<file path="src/rtl/alu_arbiter_if.sv">
// rtl/alu_arbiter_if.sv - requester, response and alu-side signal bundle for alu_arbiter
interface alu_arbiter_if #(
  parameter int DATA_LEN = 32,
  parameter int FUNC_LEN = 4
);
  logic                req0_valid;
  logic                req0_ready;
  logic [DATA_LEN-1:0] req0_a;
  logic [DATA_LEN-1:0] req0_b;
  logic [FUNC_LEN-1:0] req0_func;
  logic                req1_valid;
  logic                req1_ready;
  logic [DATA_LEN-1:0] req1_a;
  logic [DATA_LEN-1:0] req1_b;
  logic [FUNC_LEN-1:0] req1_func;
  logic                rsp0_valid;
  logic                rsp0_ready;
  logic                rsp1_valid;
  logic                rsp1_ready;
  logic [DATA_LEN-1:0] rsp_result;
  logic [DATA_LEN-1:0] alu_a;
  logic [DATA_LEN-1:0] alu_b;
  logic [FUNC_LEN-1:0] alu_func;
  logic [DATA_LEN-1:0] alu_result;

  modport slave (
    input  req0_valid, req0_a, req0_b, req0_func,
    input  req1_valid, req1_a, req1_b, req1_func,
    input  rsp0_ready, rsp1_ready, alu_result,
    output req0_ready, req1_ready, rsp0_valid, rsp1_valid, rsp_result,
    output alu_a, alu_b, alu_func
  );

  modport master (
    output req0_valid, req0_a, req0_b, req0_func,
    output req1_valid, req1_a, req1_b, req1_func,
    output rsp0_ready, rsp1_ready, alu_result,
    input  req0_ready, req1_ready, rsp0_valid, rsp1_valid, rsp_result,
    input  alu_a, alu_b, alu_func
  );
endinterface

</file>
<file path="src/rtl/alu_arbiter.sv">
// rtl/alu_arbiter.sv - round-robin sharing of one external combinational alu between two requesters
module alu_arbiter #(
  parameter int DATA_LEN = 32,
  parameter int FUNC_LEN = 4
) (
  input logic          clk,
  input logic          rst,
  alu_arbiter_if.slave bus
);

  typedef enum logic [1:0] {
    IDLE = 2'd0,
    EXEC = 2'd1,
    RESP = 2'd2
  } state_t;

  state_t              state;
  state_t              state_nxt;
  logic                owner;
  logic                last_grant;
  logic                grant_any;
  logic                grant;
  logic                rsp_take;
  logic                req0_ready;
  logic                req1_ready;
  logic                rsp0_valid;
  logic                rsp1_valid;
  logic [DATA_LEN-1:0] a_q;
  logic [DATA_LEN-1:0] b_q;
  logic [FUNC_LEN-1:0] func_q;
  logic [DATA_LEN-1:0] result_q;

  // Ready is gated by reset so nothing is offered while the block is held in reset.
  always_comb begin
    grant_any  = 1'b0;
    grant      = 1'b0;
    state_nxt  = state;
    req0_ready = 1'b0;
    req1_ready = 1'b0;
    rsp0_valid = 1'b0;
    rsp1_valid = 1'b0;
    rsp_take   = owner ? bus.rsp1_ready : bus.rsp0_ready;
    case (state)
      IDLE: begin
        if (rst) begin
          if (bus.req0_valid && bus.req1_valid) begin
            grant_any = 1'b1;
            grant     = ~last_grant;
          end else if (bus.req0_valid) begin
            grant_any = 1'b1;
            grant     = 1'b0;
          end else if (bus.req1_valid) begin
            grant_any = 1'b1;
            grant     = 1'b1;
          end
        end
        req0_ready = grant_any && !grant;
        req1_ready = grant_any && grant;
        if (grant_any) state_nxt = EXEC;
      end
      EXEC: state_nxt = RESP;
      RESP: begin
        rsp0_valid = !owner;
        rsp1_valid = owner;
        if (rsp_take) state_nxt = IDLE;
      end
      default: state_nxt = IDLE;
    endcase
  end

  always_ff @(posedge clk or negedge rst) begin
    if (!rst) state <= IDLE;
    else      state <= state_nxt;
  end

  always_ff @(posedge clk or negedge rst) begin
    if (!rst) begin
      owner      <= 1'b0;
      last_grant <= 1'b1;
      a_q        <= '0;
      b_q        <= '0;
      func_q     <= '0;
      result_q   <= '0;
    end else begin
      if (grant_any) begin
        owner      <= grant;
        last_grant <= grant;
        a_q        <= grant ? bus.req1_a    : bus.req0_a;
        b_q        <= grant ? bus.req1_b    : bus.req0_b;
        func_q     <= grant ? bus.req1_func : bus.req0_func;
      end
      if (state == EXEC) result_q <= bus.alu_result;
    end
  end

  assign bus.req0_ready = req0_ready;
  assign bus.req1_ready = req1_ready;
  assign bus.rsp0_valid = rsp0_valid;
  assign bus.rsp1_valid = rsp1_valid;
  assign bus.rsp_result = result_q;
  assign bus.alu_a      = a_q;
  assign bus.alu_b      = b_q;
  assign bus.alu_func   = func_q;

endmodule
</file>
<file path="src/flat_wrapper.sv">
// flat-port wrapper written by rule: the top's interface ports become plain ports
module alu_arbiter_flat 
#(
  parameter int DATA_LEN = 32,
  parameter int FUNC_LEN = 4
)
  (clk, rst, bus_req0_valid, bus_req0_a, bus_req0_b, bus_req0_func, bus_req1_valid, bus_req1_a, bus_req1_b, bus_req1_func, bus_rsp0_ready, bus_rsp1_ready, bus_alu_result, bus_req0_ready, bus_req1_ready, bus_rsp0_valid, bus_rsp1_valid, bus_rsp_result, bus_alu_a, bus_alu_b, bus_alu_func);
  alu_arbiter_if #(.DATA_LEN(DATA_LEN), .FUNC_LEN(FUNC_LEN)) bus_i ();
  input logic clk;
  input logic rst;
  input wire logic [$bits(bus_i.req0_valid)-1:0] bus_req0_valid;
  input wire logic [$bits(bus_i.req0_a)-1:0] bus_req0_a;
  input wire logic [$bits(bus_i.req0_b)-1:0] bus_req0_b;
  input wire logic [$bits(bus_i.req0_func)-1:0] bus_req0_func;
  input wire logic [$bits(bus_i.req1_valid)-1:0] bus_req1_valid;
  input wire logic [$bits(bus_i.req1_a)-1:0] bus_req1_a;
  input wire logic [$bits(bus_i.req1_b)-1:0] bus_req1_b;
  input wire logic [$bits(bus_i.req1_func)-1:0] bus_req1_func;
  input wire logic [$bits(bus_i.rsp0_ready)-1:0] bus_rsp0_ready;
  input wire logic [$bits(bus_i.rsp1_ready)-1:0] bus_rsp1_ready;
  input wire logic [$bits(bus_i.alu_result)-1:0] bus_alu_result;
  output wire logic [$bits(bus_i.req0_ready)-1:0] bus_req0_ready;
  output wire logic [$bits(bus_i.req1_ready)-1:0] bus_req1_ready;
  output wire logic [$bits(bus_i.rsp0_valid)-1:0] bus_rsp0_valid;
  output wire logic [$bits(bus_i.rsp1_valid)-1:0] bus_rsp1_valid;
  output wire logic [$bits(bus_i.rsp_result)-1:0] bus_rsp_result;
  output wire logic [$bits(bus_i.alu_a)-1:0] bus_alu_a;
  output wire logic [$bits(bus_i.alu_b)-1:0] bus_alu_b;
  output wire logic [$bits(bus_i.alu_func)-1:0] bus_alu_func;
  assign bus_i.req0_valid = bus_req0_valid;
  assign bus_i.req0_a = bus_req0_a;
  assign bus_i.req0_b = bus_req0_b;
  assign bus_i.req0_func = bus_req0_func;
  assign bus_i.req1_valid = bus_req1_valid;
  assign bus_i.req1_a = bus_req1_a;
  assign bus_i.req1_b = bus_req1_b;
  assign bus_i.req1_func = bus_req1_func;
  assign bus_i.rsp0_ready = bus_rsp0_ready;
  assign bus_i.rsp1_ready = bus_rsp1_ready;
  assign bus_i.alu_result = bus_alu_result;
  assign bus_req0_ready = bus_i.req0_ready;
  assign bus_req1_ready = bus_i.req1_ready;
  assign bus_rsp0_valid = bus_i.rsp0_valid;
  assign bus_rsp1_valid = bus_i.rsp1_valid;
  assign bus_rsp_result = bus_i.rsp_result;
  assign bus_alu_a = bus_i.alu_a;
  assign bus_alu_b = bus_i.alu_b;
  assign bus_alu_func = bus_i.alu_func;
  alu_arbiter #(.DATA_LEN(DATA_LEN), .FUNC_LEN(FUNC_LEN)) u_core (.clk(clk), .rst(rst), .bus(bus_i));
endmodule
</file>
<file path="config.mk">
export PLATFORM = sky130hd
export DESIGN_NAME = alu_arbiter_flat
export DESIGN_NICKNAME = d
export VERILOG_FILES = /design/src/rtl/alu_arbiter_if.sv /design/src/rtl/alu_arbiter.sv /design/src/flat_wrapper.sv
export SDC_FILE = /design/constraint.sdc
export NUM_CORES = 1
export LEC_CHECK = 0
export ABC_AREA = 1
export CAP_MARGIN = 15
export CORE_ASPECT_RATIO = 0.5
export CORE_MARGIN = 3
export CORE_UTILIZATION = 40
export DETAILED_ROUTE_END_ITERATION = 6
export PLACE_DENSITY = 0.87
export SLEW_MARGIN = 15
export SYNTH_ARGS = -nofsm -noshare
export SYNTH_HDL_FRONTEND = slang
export SYNTH_SLANG_ARGS = --single-unit
export TNS_END_PERCENT = 50
</file>
<file path="constraint.sdc">
create_clock -name clk -period 1.86 [get_ports clk]
set_input_delay 0.279 -clock clk [delete_from_list [all_inputs] [get_ports clk]]
set_output_delay 0.279 -clock clk [all_outputs]
set_load 0.02 [all_outputs]
</file>
==> impl_metrics.env, run 1 <==
export IMPL_fp_dieArea_um2=14400
export IMPL_final_core_util=0.691
export IMPL_power_density_nw_per_um2=1420
export IMPL_synth_warning_count=0
export IMPL_worstSetupStartpointType="flip-flop"
export IMPL_outcome="completed"
export IMPL_core_um2=12200
export IMPL_via_per_inst=4.52
export IMPL_drv_slew=0
export IMPL_cap_viol_max_count=0
export IMPL_clk_pin_slew_worst_paths_ns=0.07
export IMPL_synth_top_family_by_area="simple AND/OR/NAND/NOR gates"
export IMPL_overflow=0
export IMPL_numCtsBuffers=9
export IMPL_die_width_um=167
export IMPL_worst_setup_path_end_kind="primary output"
export IMPL_synth_simple_area_share=0.356
export IMPL_avgSynthCellArea_um2=6.96
export IMPL_synth_cell_type_count=13
export IMPL_power_mw=12.0
export IMPL_avgRoutedWirePerCell_um=13.6
export IMPL_hold_class="primary input to asynchronous set/reset pin"
export IMPL_combPwrFrac=0.508
export IMPL_route_met3_wl_um=613
export IMPL_path_class="flip-flop to primary output"
export IMPL_swShare=0.398
export IMPL_period_share=0.958
export IMPL_worst_ir_drop_vdd_mv=0.741
export IMPL_synth_xor_area_frac=0
export IMPL_insertedDiodeCount=0
export IMPL_setup_tns_final_ns=0
export IMPL_crit_family="flip-flops"
export IMPL_final_area_um2=8420
export IMPL_gp_congestion=0.857
export IMPL_cts_sinks=104
export IMPL_grt_max_degree=71
export IMPL_pwr_share_clk=0.163
export IMPL_critPathMaxStageDelay_ns=0.54
export IMPL_antenna_found_initial=0
export IMPL_fmaxAchievable_mhz=561
export IMPL_finClkSkew_ns=0.00610
export IMPL_tightestPinTransition_ns=0.838
export IMPL_slowest_stage="dfstp_2"
export IMPL_setup_viol=0
export IMPL_drive_gt1_frac=0.0395
export IMPL_synthesis_area_um2=5160
export IMPL_clockRootBuffer="clkbuf_16"
export IMPL_synthCells=741
export IMPL_postCtsSetupBuffers=0
export IMPL_p_int_mw=7.20
export IMPL_layout_nets=1182
export IMPL_hpwlAfterDp_mm=12.2
export IMPL_synth_compound_area_frac=0.00194
export IMPL_grt_usage=0.216
export IMPL_first_iter_violations=303
export IMPL_clockBufferDepth=2
export IMPL_first_pass_iters=4
export IMPL_wl_met2_mm=8.52
export IMPL_route_final_wire_length_mm=16.0
export IMPL_cts_max_level=3
export IMPL_min_period_ns=1.78
export IMPL_grt_pass1_wl_mm=25.3
export IMPL_fp_row_count=28
export IMPL_start_util=0.423
export IMPL_hold_slack_ns=0.177
export IMPL_required_ns=1.58
export IMPL_fill_cells=1008
export IMPL_cts_tree="done"
export IMPL_io_buffers=277
export IMPL_maxUsedRoutingLayer="met4"
export IMPL_finalHoldViolCount=0
export IMPL_synth_seq_cells=104
export IMPL_arrival_ns=1.50
export IMPL_grt_pass1_vias=5106
export IMPL_antenna_left=0
export IMPL_path_cells="nand2_1 > buf_4 > nand3_2 > inv_1 > dlygate4sd2_1"
export IMPL_worst_slew_margin_rel=0.441
export IMPL_crit_buf_inv=3
export IMPL_pwr_share_seq=0.329
export IMPL_muxShareOfSynthArea=0
export IMPL_syn_nets=915
export IMPL_wirelength_met1_mm=6.52
export IMPL_drc=0
export IMPL_power_switching_mw=4.76
export IMPL_die_y_um=86.3
export IMPL_clk_latency_ns=0.34
export IMPL_io_pins=278
export IMPL_worst_path_max_fanout=2
export IMPL_syn2layout_area_growth_pct=63.2
export IMPL_placed_cell_area_um2=8100
export IMPL_synth_adder_area_share=0
export IMPL_num_vias=5327
export IMPL_yosysSeqAreaShare=0.505
export IMPL_p_leak_nw=4.56
[per-stage QoR]
step / std cells / setup slack, ns
5_1_grt: 1178 / -0.0000574
6_report: 1178 / 0.0784
4_1_cts: 1178 / -0.0702
2_1_floorplan: 741 / 0.239
3_5_place_dp: 1161 / -0.238
3_3_place_gp: 1161 / -0.252
[power by group through the flow]
stage / combinational (mW) / sequential (mW) / clock (mW)
2_1_floorplan: 1.66 / 5.21 / 0
3_3_place_gp: 6.01 / 3.90 / 0
3_5_place_dp: 6.14 / 3.95 / 0
4_1_cts: 6.14 / 3.93 / 2.00
5_1_grt: 6.51 / 4.07 / 2.10
6_report: 6.08 / 3.93 / 1.95
[sequential cells by signal (all words and copies together) (netlist names)]
name	count
u_core.bus.alu_a	32
u_core.bus.alu_b	32
u_core.bus.rsp_result	32
u_core.bus.alu_func	4
u_core.state	2
u_core.last_grant	1
u_core.owner	1
[synth_stat cells, drive strengths merged]
master	count	share of area
buf	20	0.020
nand2	344	0.25
inv	143	0.10
clkbuf	18	0.013
dfstp	1	0.0051
o21ai	2	0.0019
clkinv	1	0.00073
nor2	7	0.0065
dfrtp	103	0.50
nand3	102	0.099
[final cells by class]
| cell class | count | area [um^2] | area share |
|---|---|---|---|
| clock buffers | 10 | 239 | 0.0284 |
| clock inverters | 6 | 72.6 | 0.00862 |
| inverters | 144 | 541 | 0.0642 |
| multi-input cells | 455 | 1860 | 0.221 |
| flip-flops and latches | 104 | 2600 | 0.309 |
| well taps | 165 | 206 | 0.0245 |
| repair buffers | 294 | 2900 | 0.344 |
[logic make-up (layout without fill, tap and decap cells)]
group	Yosys count	count (layout)
AOI/OAI and AO/OA	2	2
and+or+nand+nor	453	453
buffers and inverters	182	454
DFF	104	104
[worst reg2reg max path: cells and delay by family, from the launching register on]
family	cells	cell delay, ns
AND/OR/NAND/NOR	5	0.45
flip-flops	1	0.54
buffers and inverters	3	0.59
[worst paths after layout]
| check | depth (start not counted) | endpoint | start | slack [ns] |
|---|---|---|---|---|
| max | 5 | bus_req1_ready | u_core.last_grant$_DFFE_PN1P_ | 0.08 |
| min | 2 | u_core.bus.rsp_result[29]$_DFFE_PN0N_ | rst | 0.18 |
| max reg2reg | 8 | u_core.bus.alu_b[7]$_DFFE_PN0P_ | u_core.last_grant$_DFFE_PN1P_ | 0.18 |
| min reg2reg | 2 | u_core.last_grant$_DFFE_PN1P_ | u_core.last_grant$_DFFE_PN1P_ | 0.47 |
| max in group asynchronous | 3 | u_core.bus.alu_b[4]$_DFFE_PN0P_ | rst | 0.69 |
| min in group clk | 2 | u_core.last_grant$_DFFE_PN1P_ | u_core.last_grant$_DFFE_PN1P_ | 0.47 |
[layer usage]
layer,vias up,global-route usage
met3,26,0.0401
met1,2458,0.254
met5,-,0
met2,149,0.411
met4,0,0.0584
li1,2694,-
[layout by cell type, fill, tap and decap left out]
| cell | synthesis | routed |
|---|---|---|
| inv_1 | 142 | 142 |
| buf_4 | 1 | 17 |
| dfstp_2 | 1 | 1 |
| nand3_2 | 0 | 1 |
| clkdlybuf4s50_1 | 0 | 272 |
| dfrtp_1 | 103 | 103 |
| nand2_1 | 344 | 344 |
| clkinvlp_4 | 0 | 1 |
| inv_6 | 0 | 4 |
| nor2_2 | 0 | 1 |
| clkbuf_16 | 0 | 9 |
| buf_6 | 0 | 1 |
| o21ai_0 | 2 | 2 |
| nor2_1 | 6 | 4 |
| nor2_4 | 1 | 2 |
| dlygate4sd3_1 | 0 | 1 |
| clkinv_1 | 1 | 1 |
| bufinv_16 | 0 | 1 |
| nand3_1 | 102 | 101 |
| dlygate4sd2_1 | 0 | 2 |
| inv_2 | 1 | 1 |
| clkbuf_8 | 0 | 1 |
| clkdlybuf4s15_1 | 0 | 1 |
[timing repair]
action | 4_1_cts | 5_1_grt
hold endpoints to repair | 1 | 0
hold buffers | 1 | 0
resized for setup | 6 | 5
endpoints found under the setup margin | 4 | 71
No activity file was read; power rests on OpenSTA's default activity.
==> run 2: changes to the inputs <==
==> constraint.sdc (replaced) <==
create_clock -name clk -period 1.86 [get_ports clk]
set_input_delay 0.186 -clock clk [delete_from_list [all_inputs] [get_ports clk]]
set_output_delay 0.186 -clock clk [all_outputs]
set_load 0.02 [all_outputs]
==> run 2 against run 1 <==
Non-clock buffer count unchanged. First-iteration DRC count up 22%. Sequential share of layout area down 0.16 points. Register-to-register slack better by 0.02 ns. Critical path depth up 2. Hold slack better by 0.22 ns. Combinational power up 0.7%. Critical endpoint is now bus_req0_ready. Largest cell class unchanged. Largest power group unchanged.
==> impl_metrics.env, run 2 (synthesis results as in run 1) <==
export IMPL_outcome="completed"
export IMPL_gp_congestion=0.868
export IMPL_fmaxAchievable_mhz=556
export IMPL_cap_viol_max_count=0
export IMPL_startpoint="rst"
export IMPL_p_leak_nw=4.58
export IMPL_io_pins=278
export IMPL_antenna_found_initial=0
export IMPL_layout_nets=1182
export IMPL_clk_latency_ns=0.34
export IMPL_drive_gt1_frac=0.0395
export IMPL_syn2layout_area_growth_pct=64.0
export IMPL_fin_ws_ns=0.0630
export IMPL_num_vias=5370
export IMPL_hpwlAfterDp_mm=12.4
export IMPL_worst_slew_margin_rel=0.562
export IMPL_grt_pass1_wl_mm=25.8
export IMPL_drv_slew=0
export IMPL_grt_usage=0.220
export IMPL_fp_row_count=28
export IMPL_setup_viol=0
export IMPL_final_cell_mix="nand2_1, clkdlybuf4s50_1, inv_1"
export IMPL_grt_max_degree=71
export IMPL_tightestPinTransition_ns=0.658
export IMPL_required_ns=1.67
export IMPL_hp_start="bus_alu_result[30]"
export IMPL_finalHoldViolCount=0
export IMPL_overflow=0
export IMPL_grt_pass1_vias=5328
export IMPL_hold_slack_ns=0.396
export IMPL_r2r_start="u_core.state[1]$_DFFE_PN0P_"
export IMPL_finClkSkew_ns=0.0102
export IMPL_final_common_cell="nand2_1"
export IMPL_dp_slack_ns=-0.120
export IMPL_route_final_wire_length_mm=16.2
export IMPL_die_width_um=167
export IMPL_avgRoutedWirePerCell_um=13.8
export IMPL_min_period_ns=1.80
export IMPL_insertedDiodeCount=0
export IMPL_worst_path_max_fanout=3
export IMPL_numCtsBuffers=9
export IMPL_start_util=0.423
export IMPL_cts_max_level=3
export IMPL_arrival_ns=1.61
export IMPL_worstSetupStartpointType="primary input"
export IMPL_period_share=0.966
export IMPL_setup_tns_final_ns=0
export IMPL_worst_setup_path_end_kind="primary output"
export IMPL_clockRootBuffer="clkbuf_16"
export IMPL_antenna_left=0
export IMPL_via_per_inst=4.56
export IMPL_clk_pin_slew_worst_paths_ns=0.07
export IMPL_clockBufferDepth=2
export IMPL_die_y_um=86.3
export IMPL_worst_ir_drop_vdd_mv=0.789
export IMPL_core_um2=12200
export IMPL_first_iter_violations=371
export IMPL_rsz0062_at_grt="false"
export IMPL_final_area_um2=8460
export IMPL_drc=0
export IMPL_path_class="primary input to primary output"
export IMPL_io_buffers=277
export IMPL_first_pass_iters=4
export IMPL_final_cells=1178
export IMPL_hold_class="primary input to flip-flop"
export IMPL_power_density_nw_per_um2=1430
export IMPL_fp_dieArea_um2=14400
export IMPL_placed_cell_area_um2=8120
export IMPL_cts_sinks=104
export IMPL_cts_tree="done"
export IMPL_place_inst=1161
run 2: worst paths after layout:
path / to / slack, ns / depth (start not counted)
worst min register to register: u_core.bus.rsp_result[3]$_DFFE_PN0N_ / 0.47 / 2
worst max-delay path: bus_req0_ready / 0.06 / 7
worst max register to register: u_core.bus.alu_b[5]$_DFFE_PN0P_ / 0.20 / 7
max in group asynchronous: u_core.bus.alu_b[2]$_DFFE_PN0P_ / 0.40 / 4
worst min-delay path: u_core.bus.rsp_result[30]$_DFFE_PN0N_ / 0.40 / 3
min in group asynchronous: u_core.bus.rsp_result[27]$_DFFE_PN0N_ / 0.46 / 3
run 2: repair_timing:
action	CTS	global route
cloned	0	0
resized for setup	6	2
buffers inserted	0	0
hold endpoints to repair	34	0
hold buffers	1	0
setup endpoints to repair	4	71
run 2: cell type report:
| class | count | area (um^2) |
|---|---|---|
| Fill cell | 1009 | 3730 |
| Timing Repair Buffer | 294 | 2930 |
| Sequential cell | 104 | 2600 |
| Multi-Input combinational cell | 455 | 1860 |
| Inverter | 144 | 541 |
| Clock buffer | 9 | 225 |
| Tap cell | 165 | 206 |
| Clock inverter | 7 | 101 |
run 2: worst max-delay path, stage by stage:
cell             delay, ns
dlygate4sd3_1         0.53
buf_4                 0.13
o21ai_0               0.18
nor2_4                0.15
inv_2                 0.05
nor2_1                0.10
clkdlybuf4s15_2       0.29
run 2: layer usage:
metal,GRT usage,vias up,share of wire
li1,-,2694,-
met2,0.406,163,0.52
met3,0.0446,42,0.047
met5,0,-,0
met1,0.260,2471,0.40
met4,0.0778,0,0.034
run 2: power breakdown:
part	internal (mW)	switching (mW)
combinational	2.78	3.34
sequential	3.34	0.586
clock	1.20	0.872
total	7.32	4.80
run 2: per-stage QoR:
stage / total power, mW / utilization
3_3_place_gp: 9.95 / 0.666
3_5_place_dp: 10.1 / 0.666
6_report: 12.1 / 0.694
2_1_floorplan: 6.87 / -
5_1_grt: 12.9 / 0.694
4_1_cts: 12.2 / 0.694
==> run 3: changes to the inputs <==
--- a/config.mk
+++ b/config.mk
@@ -10,6 +10,7 @@
 export CORE_ASPECT_RATIO = 0.5
 export CORE_MARGIN = 3
 export CORE_UTILIZATION = 40
+export CTS_CLUSTER_SIZE = 40
 export DETAILED_ROUTE_END_ITERATION = 6
 export PLACE_DENSITY = 0.87
 export SLEW_MARGIN = 15
==> results of run 3 <==
The final DEF is identical to that of run 2; final timing and power are the same.
